===== config.mk =====
export PLATFORM = sky130hd
export DESIGN_NAME = pulse_rate_counter
export DESIGN_NICKNAME = d
export VERILOG_FILES = /design/src/rtl/pulse_rate_counter.sv
export SDC_FILE = /design/constraint.sdc
export NUM_CORES = 1
export LEC_CHECK = 0
export BUFFER_PORTS_ARGS = -buffer_cell sky130_fd_sc_hd__buf_2
export CAP_MARGIN = 10
export CELL_PAD_IN_SITES_DETAIL_PLACEMENT = 0
export CELL_PAD_IN_SITES_GLOBAL_PLACEMENT = 1
export CORE_ASPECT_RATIO = 1.75
export CORE_MARGIN = 2
export CORE_UTILIZATION = 50
export DETAILED_ROUTE_END_ITERATION = 16
export PLACE_DENSITY = 0.95
export SLEW_MARGIN = 20
export SYNTH_ARGS = -nofsm -noshare
export SYNTH_HDL_FRONTEND = slang
export SYNTH_SLANG_ARGS = --single-unit

===== constraint.sdc =====
create_clock -name Clock -period 7.05 [get_ports Clock]
set_input_delay 1.41 -clock Clock [delete_from_list [all_inputs] [get_ports Clock]]
set_output_delay 1.41 -clock Clock [all_outputs]
set_load 0.01 [all_outputs]

===== src/rtl/pulse_rate_counter.sv =====
// pulse_rate_counter: rate divider that emits a one-cycle Tick and a wrap-around up/down display counter.
// Define PULSE_RATE_COUNTER_IMMEDIATE_SPEED_EN to apply Speed changes within one cycle instead of at the next Tick.
module pulse_rate_counter #(
    parameter int CLOCK_FREQUENCY = 50000000,
    parameter int SPEED_BITS      = 2,
    parameter int COUNT_WIDTH     = 4,
    parameter int MAX_COUNT       = 15
) (
    input  logic                   Clock,
    input  logic                   Reset,
    input  logic [SPEED_BITS-1:0]  Speed,
    input  logic                   Run,
    input  logic                   Dir,
    input  logic                   Load,
    input  logic [COUNT_WIDTH-1:0] LoadValue,
    output logic                   Tick,
    output logic [COUNT_WIDTH-1:0] CounterValue,
    output logic                   Wrap
);
    localparam longint MAX_PERIOD = longint'(CLOCK_FREQUENCY) << (2**SPEED_BITS - 2);
    localparam int PERIOD_W = $clog2(MAX_PERIOD + 1);
    localparam int DIV_W = (MAX_PERIOD > 1) ? $clog2(MAX_PERIOD) : 1;
    localparam logic [PERIOD_W-1:0] BASE_PERIOD = PERIOD_W'(CLOCK_FREQUENCY);
    localparam logic [COUNT_WIDTH-1:0] MAX_VAL = COUNT_WIDTH'(MAX_COUNT);

    // Divider reload value for a rate select: period - 1.
    function automatic logic [DIV_W-1:0] reload_of(input logic [SPEED_BITS-1:0] s);
        logic [PERIOD_W-1:0] p;
        p = (s == '0) ? PERIOD_W'(1) : BASE_PERIOD << (s - 1'b1);
        return DIV_W'(p - 1'b1);
    endfunction

    logic [DIV_W-1:0]       r_div;
    logic [COUNT_WIDTH-1:0] r_count;
    logic [DIV_W-1:0]       w_reload;
    logic [COUNT_WIDTH-1:0] w_step;
    logic [COUNT_WIDTH-1:0] w_load_val;
    logic                   w_tick;
    logic                   w_at_end;
    logic                   w_restart;

`ifdef PULSE_RATE_COUNTER_IMMEDIATE_SPEED_EN
    logic [SPEED_BITS-1:0] r_speed;
    logic                  r_speed_chg;

    assign w_tick    = (r_div == '0) && Run && !Reset && !r_speed_chg;
    assign w_restart = Reset || Load || w_tick || r_speed_chg;

    // A pending speed change consumes one cycle to reload, so it never re-triggers on itself.
    always_ff @(posedge Clock) begin
        if (w_restart)
            r_speed <= Speed;
        r_speed_chg <= !w_restart && (Speed != r_speed);
    end
`else
    assign w_tick    = (r_div == '0) && Run && !Reset;
    assign w_restart = Reset || Load || w_tick;
`endif

    always_comb begin
        w_reload   = reload_of(Speed);
        w_at_end   = Dir ? (r_count == MAX_VAL) : (r_count == '0);
        w_step     = Dir ? (w_at_end ? '0 : r_count + 1'b1)
                         : (w_at_end ? MAX_VAL : r_count - 1'b1);
        w_load_val = (LoadValue > MAX_VAL) ? MAX_VAL : LoadValue;
    end

    always_ff @(posedge Clock) begin
        if (w_restart)
            r_div <= w_reload;
        else if (Run)
            r_div <= r_div - 1'b1;
    end

    always_ff @(posedge Clock) begin
        if (Reset)
            r_count <= '0;
        else if (Load)
            r_count <= w_load_val;
        else if (w_tick)
            r_count <= w_step;
    end

    assign Tick         = w_tick;
    assign Wrap         = w_tick && !Load && w_at_end;
    assign CounterValue = r_count;
endmodule


==> impl_metrics.ini <==
[clock_network]
worstSkewPairLatency_ns = 0.29
cts_tree = done
postCtsHoldBufs = 0
cts.htree.levels = 2
cts_buffer_depth = 2
post-cts-setup-buffers = 0
clkTransAtPathRegs_ns = 0.08
clock_sinks = 32
clock-root-buffer = clkbuf_8
post_cts_resized = 0
numCtsBuffers = 5

[routing]
antenna_left = 0
first_iter_violations = 98
wire_per_inst_um = 18.30
drt_pass1_iterations = 4
route.vias.total = 2149
wl_mm = 6.221
drc_errors = 0
via_per_inst = 6.321

[place]
place.gp.congestion = 0.8823
dp_hpwl_mm = 4.503
numPortBuffers = 16

[critical_path]
cp_top_family = simple AND/OR/NAND/NOR gates
ff2ff_path_depth = 13
slowest_stage = or3_1
cp_max_fo = 35
crit_path_cell_trace = buf_2 > nand3b_1 > nor3_2 > nor2_2 > buf_4 > nor2_1 > a21oi_1 > ha_1 > nand2_1 > nor3_1 > nand3_2 > a22oi_2 > mux2i_1 > or3_1
cp-start-kind = input port
worst-path-buf-inv = 2
slowest_delay_ns = 0.36
crit_cells = 14
worst_ep_required_time_ns = 7.08
reg2reg_setup_slack_ns = 2.63
crit_path_end_kind = flip-flop
path_class = input port to flip-flop
critPathArrivalTime_ns = 4.46

[hold_path]
holdCritPathClass = flip-flop to flip-flop
worstHoldPathCells = 1

[synthesis]
syn-cell-area_um2 = 2452
yosysWarnings = 0
syn_area_per_cell_um2 = 8.853
ys_seq_elements = 32
synth_most_common_cell = nand2_1
syn_inst = 277
ys.flop_type = edfxtp_1
seq_area_frac_synth_pct = 37.55
ys_top_cells_by_area = edfxtp_1 (34%), xnor2_1 (5.7%), a21oi_1 (4.9%)
synth-edff-count = 28
ys_types = 55
synth_top_area_cell = edfxtp_1
synth_nets = 296
synthArstFlopShare_pct = 0
ys_top_cells_by_count = nand2_1 (30), edfxtp_1 (28), a21oi_1 (24), nor2_1 (21), nor3_1 (19)
post-synth-top-area-fraction_pct = 34.29

[layout]
final_core_util_pct = 55.90
fillCellCount = 432
regArea_um2 = 920.9
multi_input_area_um2 = 1424
area_growth_pct = 7.296
antenna_cells = 0
fin_nets = 306
drive_gt1_share_pct = 15.28

[die]
dieArea_um2 = 5503
fp-row-count = 33
fp.dieH_um = 96.65
start_util_pct = 52.10
fp.dieW_um = 56.94
io_pins = 17
core_um2 = 4707

[power]
p_int_mw = 0.3535
p_sw_share_pct = 30.78
power_mw = 0.5107
power_leakage_nw = 0.9227
pwr-share-clk_pct = 29.7
vdd_drop_max_v = 0.0001207
combinationalPowerShare_pct = 18.6
pwr_density_cell_nw_per_um2 = 194.1
pwr-share-seq_pct = 51.7
p_switching_mw = 0.1572

[flow_run]
maxCapViolations = 0

[sta]
min_period_ns = 4.433
relSlewSlack_pct = 50.49
timing.setup.tns_ns = 0
rsz0062_at_grt = no
max_freq_mhz = 225.6
worstMarginPinSlew_ns = 0.7324
min_period_over_period_pct = 62.89
setup_viol = 0
finalHoldViolCount = 0
slew_violations = 0
skew_ns = 0.01374

[global_routing]
antenna_found_initial = 0
grt_max_degree = 36
track_usage_pct = 23.11
first_global_vias = 2035
grt_pass1_wl_mm = 9.970
overflow = 0

[outcome]
status = completed
-- worst register-to-register path, stage by stage (launching register included) --
cell,delay (ns)
edfxtp_1,0.48
or4_4,0.57
or3_1,0.54
nor3_2,0.36
nor2_2,0.07
buf_4,0.25
a21oi_1,0.22
ha_1,0.33
nand2_1,0.25
nor3_1,0.28
nand3_2,0.12
a22oi_2,0.23
mux2i_1,0.11
or3_1,0.36
-- power groups by stage --
stage / clock [mW] / sequential, mW / combinational (mW)
final: 0.152 / 0.264 / 0.0952
after global routing: 0.162 / 0.267 / 0.106
after CTS: 0.154 / 0.263 / 0.0946
after detailed placement: 0 / 0.267 / 0.0940
after global placement: 0 / 0.267 / 0.0924
after floorplan: 0 / 0.259 / 0.0718
-- registers in the layout, summed over array words and instances (netlist names) --
register	flops
r_div	28
CounterValue	4
-- final timing paths --
check                           startpoint   endpoint
worst max-delay path                 Reset  r_div[14]
worst min-delay path              r_div[0]   r_div[0]
worst min register to register    r_div[0]   r_div[0]
worst max register to register    r_div[6]  r_div[14]
-- layer usage --
metal | vias up | GRT usage (%) | wire [um]
met5 | - | 0 | 0
li1 | 1042 | - | -
met1 | 1004 | 27.01 | 2410
met2 | 85 | 39.61 | 3277
met4 | 0 | 12.16 | 231
met3 | 18 | 3.342 | 302
-- layout make-up --
cell class,instances,area share (%)
well taps,52,2.473
inverters,9,1.284
flip-flops and latches,32,35.00
clock buffers,6,3.138
multi-input cells,221,54.11
clock inverters,2,0.3804
repair buffers,18,3.614
-- cells in the final DEF (no fill, tap or decap), types with 2 or more instances in the layout --
cell type	instances
nor4_1	8
edfxtp_1	28
nand2_1	30
nor4b_1	3
or2_2	3
clkbuf_8	6
a21oi_1	24
a31o_2	3
clkinv_2	2
o21ai_0	10
nand3b_1	3
nor2_1	20
or3_1	10
dfxtp_1	4
xor2_1	10
ha_1	8
xnor2_1	16
o211ai_1	3
buf_4	2
o21ai_1	2
nand4_1	4
nand2b_1	3
a22oi_1	2
a211oi_1	2
nand3_1	6
o21bai_1	2
inv_1	9
nor3_1	19
buf_2	16
mux2i_1	4
-- metrics by stage --
| step | instances | worst slack [ns] | instance area [um2] | hold slack, ns |
|---|---|---|---|---|
| after floorplan | 277 | 2.318 | 2452 | 0.5979 |
| after global placement | 332 | 2.461 | 2539 | 0.6358 |
| after detailed placement | 332 | 2.377 | 2539 | 0.6380 |
| after CTS | 340 | 2.664 | 2631 | 0.6468 |
| after global routing | 340 | 2.350 | 2631 | 0.6785 |
| final | 340 | 2.617 | 2631 | 0.6483 |
-- logic make-up after synthesis --
family	count (synthesis)	share of synthesized area, %
buffers and inverters	24	4.490
muxes	4	1.633
adders and majority gates	8	4.082
xor gates and xnor gates	26	9.285
DFF	32	37.55
AOI/OAI and AO/OA	60	16.02
and+or+nand+nor	123	26.94
Note: power is estimated with default switching activity, not from simulation.
